<file path="config.mk">
export PLATFORM = sky130hd
export DESIGN_NAME = read_wrr_scheduler_vdma
export DESIGN_NICKNAME = d
export VERILOG_FILES = /design/src/rtl/read_wrr_scheduler_vdma.sv
export SDC_FILE = /design/constraint.sdc
export NUM_CORES = 1
export LEC_CHECK = 0
export CORE_ASPECT_RATIO = 1.75
export CORE_MARGIN = 2
export CORE_UTILIZATION = 35
export DETAILED_ROUTE_END_ITERATION = 6
export PLACE_DENSITY = 0.61
export SYNTH_ARGS = -nofsm -noshare
export SYNTH_HDL_FRONTEND = slang
export SYNTH_SLANG_ARGS = --single-unit
</file>
<file path="constraint.sdc">
create_clock -name sys_clk_i -period 3.97 [get_ports sys_clk_i]
set_clock_uncertainty 0.15 [all_clocks]
set_input_delay 0.794 -clock sys_clk_i [delete_from_list [all_inputs] [get_ports sys_clk_i]]
set_output_delay 0.794 -clock sys_clk_i [all_outputs]
set_load 0.05 [all_outputs]
</file>
<file path="src/rtl/read_wrr_scheduler_vdma.sv">
// Weighted round-robin scheduler for the shared VDMA read command path (8 channels).
// Optional watchdog enabled by defining VDMA_RD_SCHED_TIMEOUT_EN.
module read_wrr_scheduler_vdma #(
  parameter int WEIGHT_WIDTH   = 4,
  parameter int TIMEOUT_CYCLES = 4096
) (
  input  logic                      sys_clk_i,
  input  logic                      reset_i,
  input  logic [7:0]                req_i,
  input  logic [8*WEIGHT_WIDTH-1:0] weight_i,
  input  logic                      ack_i,
  input  logic                      done_i,
  output logic                      req_o,
  output logic [2:0]                mux_sel_o,
  output logic [7:0]                grant_o,
  output logic                      busy_o,
  output logic                      timeout_o
);

  typedef enum logic [1:0] {
    S_IDLE = 2'd0,
    S_ARB  = 2'd1,
    S_REQ  = 2'd2,
    S_WAIT = 2'd3
  } state_t;

  state_t                  r_state;
  state_t                  w_next;
  logic [2:0]              r_ptr;
  logic [2:0]              r_sel;
  logic [WEIGHT_WIDTH-1:0] r_cnt;
  logic [WEIGHT_WIDTH-1:0] r_eff_weight;
  logic [7:0]              r_grant;
  logic                    r_req;
  logic                    r_timeout;

  logic [WEIGHT_WIDTH-1:0] w_weights [8];
  logic                    w_found;
  logic [2:0]              w_idx;
  logic [WEIGHT_WIDTH:0]   w_n;
  logic                    w_rotate;
  logic                    w_complete;
  logic                    w_expire;

  // Cyclic search starting at ptr; returns {found, index}.
  function automatic logic [3:0] arb_search(input logic [7:0] req, input logic [2:0] ptr);
    logic [3:0] res;
    logic [2:0] idx;
    res = 4'd0;
    for (int i = 7; i >= 0; i--) begin
      idx = ptr + 3'(i);
      if (req[idx]) res = {1'b1, idx};
    end
    return res;
  endfunction

  function automatic logic [WEIGHT_WIDTH-1:0] eff_weight(input logic [WEIGHT_WIDTH-1:0] w);
    return (w == '0) ? WEIGHT_WIDTH'(1) : w;
  endfunction

  always_comb begin
    for (int i = 0; i < 8; i++) begin
      w_weights[i] = weight_i[i*WEIGHT_WIDTH +: WEIGHT_WIDTH];
    end
  end

  always_comb begin
    {w_found, w_idx} = arb_search(req_i, r_ptr);
  end

  always_comb begin
    w_complete = ((r_state == S_REQ) && ack_i && done_i) ||
                 ((r_state == S_WAIT) && done_i);
    // Consecutive-burst count only continues while the same channel keeps winning.
    w_n        = (r_sel == r_ptr) ? ({1'b0, r_cnt} + 1'b1) : (WEIGHT_WIDTH+1)'(1);
    w_rotate   = (w_n >= {1'b0, r_eff_weight});
  end

`ifdef VDMA_RD_SCHED_TIMEOUT_EN
  localparam int TW = (TIMEOUT_CYCLES > 1) ? $clog2(TIMEOUT_CYCLES) : 1;
  logic [TW-1:0] r_tmo_cnt;

  always_ff @(posedge sys_clk_i or posedge reset_i) begin
    if (reset_i) begin
      r_tmo_cnt <= '0;
    end else if (r_state == S_ARB) begin
      r_tmo_cnt <= '0;
    end else if ((r_state == S_REQ) || (r_state == S_WAIT)) begin
      r_tmo_cnt <= r_tmo_cnt + 1'b1;
    end
  end

  always_comb begin
    w_expire = ((r_state == S_REQ) || (r_state == S_WAIT)) && !w_complete &&
               (r_tmo_cnt == TW'(TIMEOUT_CYCLES - 1));
  end
`else
  // Without the watchdog the scheduler never expires.
  always_comb begin
    w_expire = (TIMEOUT_CYCLES < 0);
  end
`endif

  always_ff @(posedge sys_clk_i or posedge reset_i) begin
    if (reset_i) r_state <= S_IDLE;
    else         r_state <= w_next;
  end

  always_comb begin
    w_next = r_state;
    unique case (r_state)
      S_IDLE: if (|req_i) w_next = S_ARB;
      S_ARB:  w_next = w_found ? S_REQ : S_IDLE;
      S_REQ: begin
        if (w_complete || w_expire) w_next = S_IDLE;
        else if (ack_i)             w_next = S_WAIT;
      end
      S_WAIT: if (w_complete || w_expire) w_next = S_IDLE;
      default: w_next = S_IDLE;
    endcase
  end

  always_comb begin
    busy_o    = (r_state != S_IDLE);
    req_o     = r_req;
    mux_sel_o = r_sel;
    grant_o   = r_grant;
    timeout_o = r_timeout;
  end

  always_ff @(posedge sys_clk_i or posedge reset_i) begin
    if (reset_i) begin
      r_req     <= 1'b0;
      r_sel     <= 3'd0;
      r_grant   <= 8'd0;
      r_ptr     <= 3'd0;
      r_cnt     <= '0;
      r_timeout <= 1'b0;
    end else begin
      r_timeout <= w_expire;
      r_req     <= (r_state == S_REQ) && !ack_i && !w_expire;
      if ((r_state == S_ARB) && w_found) begin
        r_sel   <= w_idx;
        r_grant <= 8'h01 << w_idx;
      end
      if (w_complete) begin
        r_grant <= 8'd0;
        if (w_rotate) begin
          r_ptr <= r_sel + 3'd1;
          r_cnt <= '0;
        end else begin
          r_ptr <= r_sel;
          r_cnt <= w_n[WEIGHT_WIDTH-1:0];
        end
      end else if (w_expire) begin
        r_grant <= 8'd0;
        r_ptr   <= r_sel + 3'd1;
        r_cnt   <= '0;
      end
    end
  end

  // Weight is a snapshot taken at arbitration; later weight_i changes wait for the next ARB.
  always_ff @(posedge sys_clk_i) begin
    if ((r_state == S_ARB) && w_found) r_eff_weight <= eff_weight(w_weights[w_idx]);
  end

endmodule

</file>
==> tab_implementation.tex, run 1 <==
\begin{tabular}{lr}
\hline
Metric & Value \\
\hline
\multicolumn{2}{l}{\textbf{Power and ir drop}} \\
Combinational share of power & 78.3\% \\
Pwr dens & 966 mW/mm2 \\
Total net switching power & 1.53 mW \\
Leak Pwr & 1.50 nW \\
Post-route total power & 3.28 mW \\
IR Drop Worst-Case VDD & 0.652 mV \\
Sequential fraction of design power & 14.4\% \\
Net switching fraction of the power & 46.7\% \\
Clock group share of total power & 7.3\% \\
Int Pwr & 1.75 mW \\
\multicolumn{2}{l}{\textbf{Detailed routing}} \\
Routed wire length & 6500 um \\
Met2 wire len & 3780 um \\
WL met1 & 2200 um \\
Post-DRT Antenna Nets & 0 \\
Max layer used & met4 \\
Wirelength per Cell & 16.0 um \\
Router iterations before antenna repair & 4 \\
Met3 wirelength from detailed routing & 230 um \\
Detailed router's first-iteration violation count & 127 \\
Routed via count & 2198 \\
Post-detailed-route DRC marker count & 0 \\
Vias per inst & 5.41 \\
\multicolumn{2}{l}{\textbf{CTS}} \\
Latest clock arrival within the worst-skew pair & 270 ps \\
Max clock buf depth & 2 \\
Clock tree from TritonCTS & done \\
Number of buffers added to fix hold violations after cts & 0 \\
Resized cells post-CTS & 0 \\
Setup Fix Bufs, Post-CTS & 0 \\
Cell at the root of the clock tree & sky130\_fd\_sc\_hd\_\_clkbuf\_16 \\
Number of CTS-inserted buffers & 3 \\
CTS HTree Levels & 1 \\
Sink count of the clock tree & 25 \\
Clock slew seen by the registers of the worst setup and hold paths & 70 ps \\
\multicolumn{2}{l}{\textbf{Timing}} \\
Max-slew violation total from the final report & 0 \\
Fin crit share & 97.3\% \\
Final critical path time including I/O delays and setup & 3860 ps \\
\# setup viols final & 0 \\
Highest clock rate & 259 MHz \\
Count of endpoints failing hold in the final timing report & 0 \\
Actual slew at the worst max-slew pin & 829 ps \\
Max-Slew Margin vs Limit & 44.7\% \\
\multicolumn{2}{l}{\textbf{Place}} \\
Placed Instances & 402 \\
Placement Cell Area & 0.00327 mm2 \\
Port buffer count & 56 \\
Weighted congestion reported at the end of routability-driven placement & 0.878 \\
Placed wire-length estimate after detailed placement & 5350 um \\
\multicolumn{2}{l}{\textbf{Yosys}} \\
Library cells used by synthesis & 63 \\
Area of the mapped netlist & 0.00247 mm2 \\
Mean post-synth cell area & 10.1 um2 \\
Combinational family with the most area after synthesis & multiplexers \\
Proportion of synthesized area in mux cells & 29.5\% \\
Post-Synth XOR/XNOR Area & 3.90\% \\
Ys async rst share & 84.0\% \\
Adder-Cell Fraction of Synth Area & 4.06\% \\
Synthesized Nets & 296 \\
Seq cells post-synth & 25 \\
Syn. warnings & 0 \\
Sequential element share of the synthesized area & 26.2\% \\
Gate count after technology mapping & 244 \\
Primary flip-flop cell chosen by synthesis mapping & sky130\_fd\_sc\_hd\_\_dfrtp\_1 \\
Number of enable flip-flop cells after synthesis & 4 \\
Synth Area in Compound Gates & 16.1\% \\
Area share of and/or/nand/nor cells after synthesis & 13.0\% \\
\multicolumn{2}{l}{\textbf{Global route}} \\
Number of global-route vias before repair & 2379 \\
First-pass GRT wire length & 11200 um \\
All-Layer GR Usage & 18.9\% \\
Antenna violations before repair & 0 \\
Total gr overflow & 0 \\
Largest net degree at the start of global routing & 24 \\
\multicolumn{2}{l}{\textbf{Cells and area}} \\
Area Growth Syn to Fin & 37.5\% \\
Fraction of final layout cells sized beyond drive strength 1 & 22.0\% \\
Nets & 375 \\
Final design area excluding fillers & 0.00339 mm2 \\
Filler Cells Inserted & 640 \\
Final cell count without fillers & 406 \\
Number of antenna cells inserted & 0 \\
\multicolumn{2}{l}{\textbf{Setup path}} \\
Max FO, Critical Path & 6 \\
Type of origin of the critical path & primary input \\
Crit Path Class & in -> reg \\
CP required & 3930 ps \\
Endpoint kind of the worst setup timing path & flop \\
Critical path arrival & 3820 ps \\
\multicolumn{2}{l}{\textbf{Floorplanning}} \\
Starting utilization of the core area & 36.0\% \\
Total I/O pin count & 58 \\
Die outline height & 115 um \\
\# rows & 40 \\
Floorplan die width & 67.5 um \\
Die outline area & 0.00776 mm2 \\
Core area & 0.00686 mm2 \\
\multicolumn{2}{l}{\textbf{Min path}} \\
Tightest Hold Check Type & reg -> reg \\
\multicolumn{2}{l}{\textbf{Job}} \\
Maxcap violations & 0 \\
\multicolumn{2}{l}{\textbf{Run status}} \\
Result of the run & finished, final reports clean \\
\hline
\end{tabular}
-- cell type report --
class / instances / area [um2] / share of cell area, %
Sequential cell: 25 / 646 / 19.0
Timing Repair Buffer: 88 / 825 / 24.3
Inverter: 17 / 63.8 / 1.88
Clock inverter: 1 / 8.76 / 0.258
Clock buffer: 3 / 75.1 / 2.21
Tap cell: 84 / 105 / 3.10
Multi-Input combinational cell: 188 / 1670 / 49.2
-- sequential cells by signal, indices dropped and copies added (netlist names) --
signal	flops
grant_o	8
r_ptr	3
r_cnt	4
mux_sel_o	3
r_eff_weight	4
req_o	1
r_state	2
-- routing by layer --
layer / global-route usage (%) / vias up
li1: - / 1064
met1: 18.9 / 1055
met2: 36.1 / 64
met3: 1.57 / 15
met4: 10.7 / 0
met5: 0 / -
-- kinds of logic after synthesis --
logic type | after synthesis
compound gates | 52
xor+xnor | 11
mux | 51
fa+ha+maj | 8
other cells | 1
flops | 25
buf+inv | 31
simple gates | 65
-- Yosys cell counts, types with 3 or more instances --
master	n	area [um2]
sky130_fd_sc_hd__nand2_1	28	105
sky130_fd_sc_hd__mux2i_1	25	250
sky130_fd_sc_hd__dfrtp_1	21	526
sky130_fd_sc_hd__inv_1	16	60.1
sky130_fd_sc_hd__mux4_2	12	270
sky130_fd_sc_hd__nor2_1	11	41.3
sky130_fd_sc_hd__mux2_2	10	113
sky130_fd_sc_hd__o21ai_0	10	50.1
sky130_fd_sc_hd__ha_1	8	100
sky130_fd_sc_hd__xor2_1	7	61.3
sky130_fd_sc_hd__a21oi_1	6	30.0
sky130_fd_sc_hd__a22o_1	5	43.8
sky130_fd_sc_hd__buf_6	5	56.3
sky130_fd_sc_hd__edfxtp_1	4	120
sky130_fd_sc_hd__nand2b_1	4	25.0
sky130_fd_sc_hd__xnor2_1	4	35.0
sky130_fd_sc_hd__a32o_1	3	30.0
sky130_fd_sc_hd__and2_1	3	18.8
sky130_fd_sc_hd__buf_2	3	15.0
sky130_fd_sc_hd__mux4_1	3	78.8
sky130_fd_sc_hd__nor3_1	3	15.0
sky130_fd_sc_hd__o31ai_1	3	22.5
-- worst paths after layout --
kind / endpoint / startpoint / depth (start not counted) / slack [ps]
max: r_eff_weight[0]$_SDFFCE_PN1P_ / req_i[7] / 8 / 110
min: grant_o[7]$_DFFE_PP0P_ / grant_o[7]$_DFFE_PP0P_ / 2 / 330
max reg2reg: r_eff_weight[0]$_SDFFCE_PN1P_ / r_ptr[0]$_DFFE_PP0N_ / 12 / 410
min reg2reg: grant_o[7]$_DFFE_PP0P_ / grant_o[7]$_DFFE_PP0P_ / 2 / 330
max in group asynchronous: r_cnt[1]$_DFFE_PP0N_ / reset_i / 2 / 2300
min in group asynchronous: grant_o[1]$_DFFE_PP0P_ / reset_i / 2 / 840
-- per-stage QoR --
| step | hold WS [ps] | setup TNS [ps] | setup WS (ps) | util, % |
|---|---|---|---|---|
| global route | 380 | -1.11 | -1.11 | 49.5 |
| global placement | 324 | -266 | -165 | 47.7 |
| detailed placement | 325 | -389 | -211 | 47.7 |
| finish | 333 | 0 | 109 | 49.5 |
| floorplan | 324 | 0 | 212 | - |
| CTS | 341 | 0 | 34.3 | 49.0 |
-- power by group through the flow --
stage | Combinational [mW] | Sequential [mW] | Clock [mW]
final | 2.57 | 0.472 | 0.239
after global routing | 2.79 | 0.490 | 0.251
after CTS | 2.52 | 0.473 | 0.245
after detailed placement | 2.51 | 0.478 | 0
after global placement | 2.48 | 0.476 | 0
after floorplan | 1.73 | 0.591 | 0
-- worst max-delay path, cell delays in order --
cell,delay [ps]
sky130_fd_sc_hd__clkdlybuf4s50_1,480
sky130_fd_sc_hd__buf_4,190
sky130_fd_sc_hd__mux2_2,270
sky130_fd_sc_hd__mux4_1,580
sky130_fd_sc_hd__o21bai_1,240
sky130_fd_sc_hd__o31ai_2,580
sky130_fd_sc_hd__mux2_2,440
sky130_fd_sc_hd__o31ai_2,230
-- layout by cell type (no fill, tap or decap), drive strengths merged, types with 11 or more instances in the layout --
master	synthesis	routed
buf	12	32
clkdlybuf4s50	0	53
dfrtp	21	21
inv	16	17
mux2	11	11
mux2i	25	25
mux4	15	15
nand2	28	28
nor2	11	11
o21ai	11	11
Note: power is estimated with default switching activity, not from simulation.
==> inputs of run 2 (changes only) <==
--- a/config.mk
+++ b/config.mk
@@ -8,6 +8,7 @@
 export CORE_ASPECT_RATIO = 1.75
 export CORE_MARGIN = 2
 export CORE_UTILIZATION = 35
+export CTS_CLUSTER_SIZE = 40
 export DETAILED_ROUTE_END_ITERATION = 6
 export PLACE_DENSITY = 0.61
 export SYNTH_ARGS = -nofsm -noshare
==> results of run 2 <==
Same layout as run 1: the final DEF is identical, and so are final timing and power.
